<file path="src/rtl/adder_arb_pkg.sv">
// ============================================================================
// adder_arb_pkg : shared constants and round-robin pick helper
// Rev 1.0
// ============================================================================
`default_nettype none

package adder_arb_pkg;

  localparam int C_N_REQ_DEF = 4;
  localparam int C_W_DEF     = 8;
  localparam int C_N_MAX     = 8;

  typedef struct packed {
    logic       found;
    logic [2:0] idx;
  } rr_pick_t;

  // Scans offsets from the top down so the smallest offset from ptr wins.
  function automatic rr_pick_t rr_pick(input logic [7:0] valid,
                                       input logic [2:0] ptr,
                                       input int         n);
    rr_pick_t r;
    int       j;
    r = '0;
    for (int k = C_N_MAX - 1; k >= 0; k--) begin
      if (k < n) begin
        j = int'(ptr) + k;
        if (j >= n) j = j - n;
        if (valid[j[2:0]]) begin
          r.found = 1'b1;
          r.idx   = j[2:0];
        end
      end
    end
    return r;
  endfunction

endpackage

`default_nettype wire

</file>
<file path="src/rtl/rr_arbiter.sv">
// ============================================================================
// rr_arbiter : combinational round-robin pick over N_REQ requesters
// Rev 1.0
// ============================================================================
`default_nettype none

module rr_arbiter
  import adder_arb_pkg::*;
#(
  parameter int N_REQ = C_N_REQ_DEF,
  localparam int IDW  = $clog2(N_REQ)
) (
  input  logic             i_en,
  input  logic [N_REQ-1:0] i_valid,
  input  logic [IDW-1:0]   i_ptr,
  output logic [N_REQ-1:0] o_grant,
  output logic             o_found,
  output logic [IDW-1:0]   o_idx
);

  logic [7:0] w_valid_ext;
  logic [2:0] w_ptr_ext;
  rr_pick_t   w_pick;

  always_comb begin
    w_valid_ext               = '0;
    w_valid_ext[N_REQ-1:0]    = i_valid;
    w_ptr_ext                 = '0;
    w_ptr_ext[IDW-1:0]        = i_ptr;
  end

  assign w_pick  = rr_pick(w_valid_ext, w_ptr_ext, N_REQ);
  assign o_found = i_en && w_pick.found;
  assign o_idx   = w_pick.idx[IDW-1:0];

  always_comb begin
    o_grant = '0;
    for (int i = 0; i < N_REQ; i++) begin
      o_grant[i] = o_found && (w_pick.idx == 3'(i));
    end
  end

endmodule

`default_nettype wire

</file>
<file path="src/rtl/adder_rr_arbiter.sv">
// ============================================================================
// adder_rr_arbiter : one registered W-bit adder shared round-robin by N_REQ
// requesters, with id-tagged result and a completion counter.  Rev 1.0
// ============================================================================
`default_nettype none

module adder_rr_arbiter
  import adder_arb_pkg::*;
#(
  parameter int N_REQ = C_N_REQ_DEF,
  parameter int W     = C_W_DEF,
  localparam int IDW  = $clog2(N_REQ)
) (
  input  logic               clk,
  input  logic               rst_n,
  input  logic               ena,
  input  logic [N_REQ-1:0]   req_valid,
  output logic [N_REQ-1:0]   req_ready,
  input  logic [N_REQ*W-1:0] req_a,
  input  logic [N_REQ*W-1:0] req_b,
  output logic               res_valid,
  input  logic               res_ready,
  output logic [W-1:0]       res_sum,
  output logic               res_carry,
  output logic [IDW-1:0]     res_id,
  output logic [7:0]         op_count
);

  logic [IDW-1:0] r_ptr;
  logic           r_res_valid;
  logic [W-1:0]   r_res_sum;
  logic           r_res_carry;
  logic [IDW-1:0] r_res_id;
  logic [7:0]     r_op_count;

  logic             w_slot_free;
  logic             w_grant_en;
  logic             w_found;
  logic             w_drain;
  logic [N_REQ-1:0] w_grant;
  logic [IDW-1:0]   w_idx;
  logic [W-1:0]     w_a;
  logic [W-1:0]     w_b;
  logic [W:0]       w_sum;

  // The slot may be refilled in the same cycle it drains; rst_n keeps
  // req_ready quiet while reset is held.
  assign w_slot_free = !r_res_valid || res_ready;
  assign w_grant_en  = rst_n && ena && w_slot_free;
  assign w_drain     = r_res_valid && res_ready;

  rr_arbiter #(
    .N_REQ (N_REQ)
  ) u_arb (
    .i_en    (w_grant_en),
    .i_valid (req_valid),
    .i_ptr   (r_ptr),
    .o_grant (w_grant),
    .o_found (w_found),
    .o_idx   (w_idx)
  );

  assign req_ready = w_grant;
  assign w_a       = req_a[int'(w_idx)*W +: W];
  assign w_b       = req_b[int'(w_idx)*W +: W];
  assign w_sum     = {1'b0, w_a} + {1'b0, w_b};

  always_ff @(posedge clk or negedge rst_n) begin
    if (!rst_n) begin
      r_ptr       <= '0;
      r_res_valid <= 1'b0;
      r_res_sum   <= '0;
      r_res_carry <= 1'b0;
      r_res_id    <= '0;
      r_op_count  <= '0;
    end else begin
      if (w_drain) r_op_count <= r_op_count + 8'd1;
      if (w_found) begin
        r_res_valid <= 1'b1;
        r_res_sum   <= w_sum[W-1:0];
        r_res_carry <= w_sum[W];
        r_res_id    <= w_idx;
        r_ptr       <= (w_idx == IDW'(N_REQ - 1)) ? '0 : w_idx + 1'b1;
      end else if (w_drain) begin
        r_res_valid <= 1'b0;
      end
    end
  end

  assign res_valid = r_res_valid;
  assign res_sum   = r_res_sum;
  assign res_carry = r_res_carry;
  assign res_id    = r_res_id;
  assign op_count  = r_op_count;

endmodule

`default_nettype wire

</file>
<file path="config.mk">
export PLATFORM = sky130hd
export DESIGN_NAME = adder_rr_arbiter
export DESIGN_NICKNAME = d
export VERILOG_FILES = /design/src/rtl/adder_arb_pkg.sv /design/src/rtl/rr_arbiter.sv /design/src/rtl/adder_rr_arbiter.sv
export SDC_FILE = /design/constraint.sdc
export NUM_CORES = 1
export LEC_CHECK = 0
export BUFFER_PORTS_ARGS = -buffer_cell sky130_fd_sc_hd__buf_2
export CORE_ASPECT_RATIO = 0.5
export CORE_UTILIZATION = 47
export DETAILED_ROUTE_END_ITERATION = 6
export GPL_TIMING_DRIVEN = 0
export PLACE_DENSITY = 0.85
export REMOVE_ABC_BUFFERS = 1
export SLEW_MARGIN = 10
export SYNTH_ARGS = -nofsm -noshare
export SYNTH_HDL_FRONTEND = slang
export SYNTH_HIERARCHICAL = 1
export SYNTH_SLANG_ARGS = --single-unit
</file>
<file path="constraint.sdc">
create_clock -name clk -period 4.4 [get_ports clk]
set_clock_uncertainty 0.05 [all_clocks]
set_input_delay 1.1 -clock clk [delete_from_list [all_inputs] [get_ports clk]]
set_output_delay 1.1 -clock clk [all_outputs]
set_load 0.01 [all_outputs]
</file>
==> run_results.csv, run 1 <==
group,metric,value,unit
critical_path,cp-start-kind,"primary input",
timing,timing_hold_violations_final,0,
routing,number_of_antenna_violating_nets_in_the_routed_design,0,
critical_path,arrival_worst_endpoint,4.41,ns
critical_path,worstReg2RegEnd,"res_carry",
cells_and_area,fillerInstances,335,
clock_network,htree_levels,1,
synth,synth-async-reset-ratio,100.0,%
cells_and_area,layout.nets,362,
synth,synth_compound_gate_area_share,12.74,%
critical_path,reg2reg_setup_slack,0.24,ns
clock_network,clkLatencyLatePin,0.26,ns
power,power.sequential.fraction,15.0,%
routing,drtIter0Drc,95,
worst_hold_path,holdCritStartpoint,"op_count[7]",
placement,dpl_cell_area,0.002519,mm^2
global_routing,grt.met1_usage,24.32,%
critical_path,worstSetupEndpoint,"res_carry",
global_routing,antenna_found_initial,0,
routing,drt_pass1_iterations,6,
synth,synth_top_area_cell,"sky130_fd_sc_hd__dfrtp_1",
floorplanning,num_rows,16,
global_routing,globalRoute.totalOverflow,0,
timing,final.min_clock_period,4.316,ns
clock_network,clk_pin_slew_worst_paths,0.07,ns
timing,timing.max_slew.rel_slack,34.88,%
floorplanning,initial_utilization,50.74,%
placement,placed_cells,320,
timing,fin_hold_ws,0.4275,ns
job,maxCapViolations,0,
global_routing,gr-usage-all-layers,22.11,%
synth,yosysSeqAreaShare,26.83,%
routing,num_vias,1861,
critical_path,timing.setup.critical_path_class,"in -> reg",
critical_path,slowest_delay,0.51,ns
power,power.net_switching,1.152,mW
global_routing,grt_pass1_wl,8.079,mm
placement,io_buffers,95,
cells_and_area,flow.area_growth_from_synthesis,27.19,%
routing,drc_markers,0,
critical_path,worst_r2r_path_cells,12,
placement,dp_worst_setup_slack,-0.8381,ns
critical_path,r2r-start,"r_ptr[0]",
clock_network,ctsRootBufferMaster,"sky130_fd_sc_hd__clkbuf_8",
critical_path,cp-end-kind,"register",
status,status,"complete, no violations",
power,intPower,1.287,mW
critical_path,origin_of_the_worst_setup_path,"req_valid[0]",
worst_hold_path,hold_path_class,"reg -> reg",
clock_network,cts_tree,"built",
synth,yosys-mux-area-fraction,28.48,%
routing,routed_wl,5.000,mm
synth,ys_ff_latch,22,
cells_and_area,final_layout_size_suffix_gt1_share,47.79,%
synth,yosysWarningCount,6,
timing,final.period_utilization,98.10,%
global_routing,grt_max_degree,27,
floorplanning,io_pins,96,
power,swShare,47.23,%
synth,synth.avg_cell_area,11.34,um^2
clock_network,clk_path_buf_depth,2,
power,comb_power_share,80.0,%
floorplanning,die_w,95.45,um
cells_and_area,multiInputGateArea,0.001428,mm^2
placement,gp_congestion,0.8060,
clock_network,tritoncts.num_buffers,3,
synth,synth_simple_gate_area_share,12.80,%
cells_and_area,post_layout_cell_count,326,
floorplanning,fp.dieH,48.72,um
routing,drt-wirelength-per-cell,15.34,um
floorplanning,die_area,0.004650,mm^2
synth,yosys.area_share.xor_xnor,3.841,%
synth,synth_fa_ha_area_share,10.12,%
global_routing,via_count_of_the_first_global_routing_pass,1953,
synth,synth_enable_flop_cells,0,
cells_and_area,layout.core_utilization,64.54,%
global_routing,grt_use_met2,42.74,%
cells_and_area,fin_area,0.002610,mm^2
timing,tightest_slew,0.9768,ns
timing,setup-tns-final,0,ns
routing,vias_per_cell,5.709,
power,clkPwrFrac,5.0,%
critical_path,critical_path.max_fanout,12,
critical_path,worst-endpoint-required,4.49,ns
synth,synthDistinctLibCells,49,
power,static-leakage-power,1.277,nW
floorplanning,core-area,0.004044,mm^2
timing,slew_violations,0,
placement,dp_hpwl,3.737,mm
cells_and_area,ant_cells,0,
timing,achievable-frequency,231.7,MHz
global_routing,grt.met3_usage,5.031,%
synth,synth_top_family_by_area,"multiplexers",
synth,synth_top_area_share,26.83,%
critical_path,cp_slowest_cell,"sky130_fd_sc_hd__mux4_2",
power,p_total,2.438,mW
synth,synthTopCellsByCount,"sky130_fd_sc_hd__dfrtp_1, sky130_fd_sc_hd__ha_1, sky130_fd_sc_hd__nor2_1, sky130_fd_sc_hd__mux2_2, sky130_fd_sc_hd__mux4_2",
synth,yosys-top-cells-area,"sky130_fd_sc_hd__dfrtp_1, sky130_fd_sc_hd__mux4_1, sky130_fd_sc_hd__mux4_2",
synth,syn-instance-count,181,
clock_network,numClockSinks,22,
synth,yosysMostFrequentCell,"sky130_fd_sc_hd__dfrtp_1",
global_routing,gr-max-usage-layer,"met2",
power,ir_worst_vdd,0.0004391,V
timing,finalSetupViolCount,0,
cells_and_area,layout.area.seq,553.0,um^2
clock_network,cts-hold-fix-buffers,0,
critical_path,crit_chain,"buf_2 -> mux4_2 -> a211o_1 -> a32o_4 -> mux4_1 -> ha_1 -> fa_1 -> a211oi_2 -> o21bai_1 -> o21ai_0 -> a21oi_1",
power,power_density,934.2,mW/mm^2
synth,ys.flop_type,"sky130_fd_sc_hd__dfrtp_1",
timing,fin_ws,0.08361,ns
synth,syn_area,0.002052,mm^2
## sequential cells by signal, summed over array words and instances (netlist names)
register   count
op_count       8
res_sum        8
r_ptr          2
res_id         2
res_carry      1
res_valid      1
## repair_timing
| item | CTS | global route |
|---|---|---|
| gates cloned | 0 | 1 |
| buffers inserted | 0 | 2 |
| pin swaps | 0 | 0 |
| resized for setup | 4 | 2 |
| setup endpoints to repair | 12 | 3 |
## critical path, delay by kind of cell
kind,cells,cell delay (ns)
compound gates,6,1.45
mux,2,0.99
buf+inv,1,0.12
fa+ha+maj,2,0.74
## cell families after synthesis
| kind of cell | Yosys count |
|---|---|
| and+or+nand+nor | 45 |
| xor gates and xnor gates | 9 |
| AOI/OAI and AO/OA | 39 |
| muxes | 32 |
| DFF | 22 |
| buffers and inverters | 18 |
| adders and majority gates | 16 |
## power groups by stage
stage,combinational [mW],sequential [mW],clock (mW)
after detailed placement,1.82,0.379,0
after CTS,1.85,0.377,0.124
final,1.95,0.366,0.121
after floorplan,1.38,0.402,0
after global placement,1.73,0.373,0
after global routing,2.13,0.380,0.134
## cell usage in the layout, fill, tap and decap left out, drive strengths merged, types with 3 or more instances in the layout
| master | instances |
|---|---|
| buf | 97 |
| dfrtp | 22 |
| mux4 | 17 |
| ha | 15 |
| nor2 | 14 |
| mux2 | 11 |
| o21ai | 9 |
| inv | 8 |
| a21oi | 7 |
| xnor2 | 5 |
| nand2 | 5 |
| nor2b | 5 |
| mux2i | 4 |
| xor2 | 4 |
| nand3 | 4 |
| a211oi | 4 |
| nand2b | 3 |
| a21o | 3 |
| o22ai | 3 |
| clkbuf | 3 |
| nor3 | 3 |
## layer usage
metal	share of wire, %	wire [um]
met1	42	2092
met3	4.1	205
met2	53	2628
met5	0	0
met4	1.5	74
## worst min path at each step
| stage | to | depth (start not counted) | slack (ns) |
|---|---|---|---|
| after detailed placement | op_count[7] | 1 | 0.42 |
| after CTS | op_count[7] | 1 | 0.42 |
| after global placement | op_count[7] | 1 | 0.40 |
| final | op_count[7] | 1 | 0.43 |
| after global routing | op_count[7] | 1 | 0.48 |
| after floorplan | op_count[7] | 1 | 0.46 |
## cell type report
cell class / count / area share (%)
multi-input cells: 142 / 54.70
flip-flops and latches: 22 / 21.19
repair buffers: 97 / 18.79
well taps: 54 / 2.589
clock buffers: 3 / 1.582
inverters: 8 / 1.151
Note: power is estimated with default switching activity, not from simulation.
==> run 2: changes to the inputs <==
BUFFER_PORTS_ARGS = -buffer_cell sky130_fd_sc_hd__buf_4   (was -buffer_cell sky130_fd_sc_hd__buf_2)
CTS_BUF_LIST = sky130_fd_sc_hd__clkbuf_16   (was unset)
SKIP_LAST_GASP = 1   (was unset)
==> run_results.csv, run 2 (same netlist as run 1, synthesis figures left out) <==
group,metric,value,unit
status,status,"complete, no violations",
cells_and_area,layout.nets,363,
timing,tightest_slew,0.9577,ns
floorplanning,num_rows,16,
timing,slew_violations,0,
power,p_total,2.612,mW
critical_path,worst_r2r_path_cells,12,
routing,num_vias,1897,
critical_path,arrival_worst_endpoint,4.39,ns
routing,drtIter0Drc,44,
critical_path,cp-start-kind,"primary input",
floorplanning,core-area,0.004044,mm^2
cells_and_area,layout.core_utilization,71.53,%
routing,drt-wirelength-per-cell,16.14,um
timing,timing_hold_violations_final,0,
critical_path,cp_slowest_cell,"sky130_fd_sc_hd__fa_1",
routing,met2_wirelength,2.853,mm
worst_hold_path,holdPathStages,1,
clock_network,cts-hold-fix-buffers,0,
routing,drc_markers,0,
worst_hold_path,holdCritStartpoint,"op_count[4]",
clock_network,clk_pin_slew_worst_paths,0.06,ns
critical_path,reg2reg_setup_slack,0.25,ns
routing,wl_met1,2.017,mm
clock_network,cts_tree,"built",
routing,number_of_antenna_violating_nets_in_the_routed_design,0,
floorplanning,initial_utilization,50.74,%
critical_path,r2r-start,"r_ptr[1]",
timing,timing.max_slew.rel_slack,36.16,%
routing,drt_pass1_iterations,4,
critical_path,critical_path.max_fanout,7,
global_routing,via_count_of_the_first_global_routing_pass,2008,
power,static-leakage-power,1.374,nW
placement,dp_hpwl,3.876,mm
critical_path,crit_path_frequent_cell,"sky130_fd_sc_hd__buf_4",
timing,setup-tns-final,0,ns
global_routing,grt_pass1_wl,8.783,mm
critical_path,timing.setup.critical_path_class,"in -> reg",
cells_and_area,commonest_non_fill_non_tap_cell_in_the_layout,"sky130_fd_sc_hd__buf_4",
clock_network,numClockSinks,22,
placement,gp_congestion,0.7776,
routing,routed_wl,5.294,mm
cells_and_area,ant_cells,0,
clock_network,tritoncts.num_buffers,3,
worst_hold_path,hold_path_class,"reg -> reg",
clock_network,clk_path_buf_depth,2,
floorplanning,die_w,95.45,um
global_routing,antenna_found_initial,0,
timing,final.min_clock_period,4.307,ns
job,maxCapViolations,0,
cells_and_area,final_layout_size_suffix_gt1_share,47.81,%
critical_path,worstReg2RegEnd,"res_carry",
timing,final.period_utilization,97.88,%
timing,finalSetupViolCount,0,
routing,route.met3.wl,282,um
critical_path,cp-end-kind,"register",
worst_hold_path,holdPathEnd,"op_count[4]",
timing,achievable-frequency,232.2,MHz
routing,vias_per_cell,5.784,
critical_path,worst-endpoint-required,4.48,ns
routing,routed.top_layer,"met4",
floorplanning,die_area,0.004650,mm^2
clock_network,htree_levels,1,
critical_path,crit_chain,"buf_4 -> mux4_2 -> a211o_1 -> a32o_4 -> buf_4 -> mux4_1 -> fa_1 -> a211oi_2 -> o21bai_1 -> o21ai_0 -> a21oi_1",
global_routing,globalRoute.totalOverflow,0,
floorplanning,io_pins,96,
cells_and_area,layout.cells.most_common_list,"sky130_fd_sc_hd__buf_4, sky130_fd_sc_hd__dfrtp_1, sky130_fd_sc_hd__ha_1",
floorplanning,fp.dieH,48.72,um
power,ir_worst_vdd,0.0004274,V
global_routing,gr-usage-all-layers,24.52,%
clock_network,clkLatencyLatePin,0.25,ns
global_routing,grt_max_degree,27,
cells_and_area,flow.area_growth_from_synthesis,40.98,%
critical_path,slowest_delay,0.54,ns
placement,io_buffers,95,
power,power_density,902.9,mW/mm^2
clock_network,ctsRootBufferMaster,"sky130_fd_sc_hd__clkbuf_16",
==> run 2: worst max path at each step <==
stage	cells past startpoint	slack, ns	endpoint	start
5_1_grt	11	-0.03	res_carry	req_valid[0]
6_report	11	0.09	res_carry	req_valid[0]
4_1_cts	11	0.03	res_carry	req_valid[0]
3_5_place_dp	12	-0.89	res_carry	req_valid[1]
2_1_floorplan	11	-0.19	res_carry	req_valid[1]
3_3_place_gp	12	-0.79	res_carry	req_valid[1]
==> run 2: critical path: cells and delay by family <==
| kind | cells | cell delay [ns] |
|---|---|---|
| multiplexers | 2 | 1.01 |
| buffers and inverters | 2 | 0.29 |
| AO/OA/AOI/OAI | 6 | 1.43 |
| adder cells (fa/ha/maj) | 1 | 0.54 |
==> run 2: layout make-up <==
cell class              count  area [um^2]
well taps                  54        67.56
clock inverters             1        3.754
fillers                   298         1151
repair buffers             98        735.7
flip-flops and latches     22        553.0
clock buffers               3        75.07
multi-input cells         142         1428
inverters                   8        30.03
==> run 2: timing repair <==
| item | 4_1_cts | 5_1_grt |
|---|---|---|
| setup buffers | 0 | 3 |
| pin swaps | 0 | 1 |
| gates resized for setup | 5 | 1 |
| cloned | 1 | 0 |
| setup endpoints to repair | 12 | 3 |
| hold endpoints to repair | 0 | 0 |
==> run 2: routing by layer <==
layer / up-vias / global-route usage (%)
li1: 888 / -
met1: 927 / 27.84
met2: 62 / 45.83
met3: 20 / 4.874
met4: 0 / 7.960
met5: - / 0
==> run 2: where the power goes <==
| part | internal, mW | switching, mW |
|---|---|---|
| Combinational | 1.01 | 1.04 |
| Clock | 0.121 | 0.0707 |
| Sequential | 0.293 | 0.0766 |
| Total | 1.42 | 1.19 |
==> run 2: through the flow <==
stage / hold slack (ns) / worst slack, ns / cells / cell area, um^2
floorplan: 0.4574 / -0.1923 / 171 / 1976
global placement: 0.4116 / -0.7929 / 320 / 2756
detailed placement: 0.4386 / -0.8939 / 320 / 2756
CTS: 0.4559 / 0.03424 / 325 / 2869
global route: 0.4729 / -0.02935 / 328 / 2893
finish: 0.4494 / 0.09348 / 328 / 2893
==> run 3: changes to the inputs <==
clock period = 4.24 ns   (was 4.4 ns; I/O delays follow)
==> run_results.csv, run 3 (same netlist as run 1, synthesis figures left out) <==
group,metric,value,unit
routing,number_of_antenna_violating_nets_in_the_routed_design,0,
critical_path,origin_of_the_worst_setup_path,"req_valid[0]",
cells_and_area,post_layout_cell_count,328,
global_routing,antenna_found_initial,0,
floorplanning,die_w,95.45,um
critical_path,timing.setup.critical_path_class,"in -> reg",
timing,setup-tns-final,0,ns
cells_and_area,layout.nets,363,
power,ir_worst_vdd,0.0004635,V
clock_network,numClockSinks,22,
clock_network,ctsRootBufferMaster,"sky130_fd_sc_hd__clkbuf_16",
power,power_density,952.6,mW/mm^2
critical_path,worstReg2RegEnd,"res_carry",
timing,unrepaired_setup_endpoints_after_global_routing,"true",
placement,dp_hpwl,3.876,mm
clock_network,htree_levels,1,
critical_path,worstSetupEndpoint,"res_carry",
floorplanning,fp.dieH,48.72,um
floorplanning,num_rows,16,
clock_network,cts-hold-fix-buffers,0,
timing,achievable-frequency,239.4,MHz
critical_path,critical_path.max_fanout,4,
clock_network,clkLatencyLatePin,0.25,ns
cells_and_area,ant_cells,0,
critical_path,reg2reg_setup_slack,0.17,ns
critical_path,worst-endpoint-required,4.33,ns
routing,drt-wirelength-per-cell,16.36,um
global_routing,via_count_of_the_first_global_routing_pass,2036,
timing,tightest_slew,0.9434,ns
cells_and_area,commonest_non_fill_non_tap_cell_in_the_layout,"sky130_fd_sc_hd__buf_4",
critical_path,cp-start-kind,"primary input",
clock_network,clk_pin_slew_worst_paths,0.06,ns
global_routing,grt_pass1_wl,8.970,mm
timing,final.min_clock_period,4.177,ns
cells_and_area,flow.area_growth_from_synthesis,41.71,%
routing,drc_markers,0,
critical_path,r2r-start,"r_ptr[1]",
power,static-leakage-power,1.376,nW
placement,io_buffers,95,
worst_hold_path,hold_path_class,"reg -> reg",
timing,timing_hold_violations_final,0,
floorplanning,die_area,0.004650,mm^2
routing,vias_per_cell,5.753,
critical_path,cp-end-kind,"register",
timing,timing.max_slew.rel_slack,37.11,%
routing,drtIter0Drc,53,
cells_and_area,final_layout_size_suffix_gt1_share,48.91,%
job,maxCapViolations,0,
timing,finalSetupViolCount,0,
timing,final.period_utilization,98.52,%
global_routing,globalRoute.totalOverflow,0,
power,p_total,2.770,mW
timing,slew_violations,0,
clock_network,clk_path_buf_depth,2,
routing,num_vias,1887,
placement,gp_congestion,0.7776,
critical_path,arrival_worst_endpoint,4.26,ns
worst_hold_path,holdCritStartpoint,"op_count[7]",
cells_and_area,layout.cells.most_common_list,"sky130_fd_sc_hd__buf_4, sky130_fd_sc_hd__dfrtp_1, sky130_fd_sc_hd__ha_1",
clock_network,cts_tree,"built",
routing,drt_pass1_iterations,4,
floorplanning,core-area,0.004044,mm^2
floorplanning,io_pins,96,
status,status,"complete, no violations",
placement,placed_cells,320,
critical_path,worst_r2r_path_cells,12,
floorplanning,initial_utilization,50.74,%
routing,routed_wl,5.366,mm
clock_network,tritoncts.num_buffers,3,
global_routing,gr-usage-all-layers,25.16,%
global_routing,grt_max_degree,27,
==> run 3: worst min path at each step <==
| stage | endpoint | slack (ns) | depth (start not counted) |
|---|---|---|---|
| after global placement | op_count[7] | 0.41 | 1 |
| final | op_count[7] | 0.45 | 1 |
| after CTS | op_count[7] | 0.46 | 1 |
| after detailed placement | op_count[4] | 0.44 | 1 |
| after floorplan | op_count[7] | 0.46 | 1 |
| after global routing | op_count[6] | 0.47 | 1 |
==> run 3: routing by layer <==
layer | GRT usage (%) | vias up | part of all wire (%)
met4 | 10.45 | 0 | 2.6
met1 | 28.64 | 911 | 38
met2 | 45.83 | 72 | 54
met3 | 5.031 | 16 | 5.4
li1 | - | 888 | -
met5 | 0 | - | 0
==> run 3: critical path, stage by stage <==
cell	delay, ns
sky130_fd_sc_hd__buf_4	0.12
sky130_fd_sc_hd__mux4_2	0.50
sky130_fd_sc_hd__a211o_1	0.33
sky130_fd_sc_hd__a32o_4	0.33
sky130_fd_sc_hd__mux4_1	0.48
sky130_fd_sc_hd__ha_1	0.27
sky130_fd_sc_hd__fa_2	0.40
sky130_fd_sc_hd__a211oi_2	0.27
sky130_fd_sc_hd__o21bai_1	0.17
sky130_fd_sc_hd__o21ai_0	0.23
sky130_fd_sc_hd__a21oi_1	0.10
==> run 3: where the power goes <==
part	total (mW)	internal, mW	switching, mW
clock	0.202	0.126	0.0759
combinational	2.18	1.07	1.11
sequential	0.384	0.304	0.0793
==> run 3: what timing repair did <==
item                       CTS  global route
hold endpoints to repair     0             0
resized for setup            6             3
setup endpoints to repair   12             4
gates cloned                 1             0
pin swaps                    1             1
setup buffers                3             0
==> run 3: layout make-up <==
class,count,area [um^2]
flip-flops and latches,22,553.0
well taps,54,67.56
fillers,291,1136
inverters,8,30.03
clock inverters,1,3.754
multi-input cells,142,1443
repair buffers,98,735.7
clock buffers,3,75.07
==> run 3: through the flow <==
step	instance area (um^2)	setup slack [ns]	util [%]	hold WS, ns
2_1_floorplan	1976	-0.3123	-	0.4574
5_1_grt	2908	-0.05489	71.91	0.4729
4_1_cts	2893	0.02435	71.53	0.4559
3_3_place_gp	2756	-0.9129	68.16	0.4116
6_report	2908	0.06262	71.91	0.4550
3_5_place_dp	2756	-1.014	68.16	0.4386
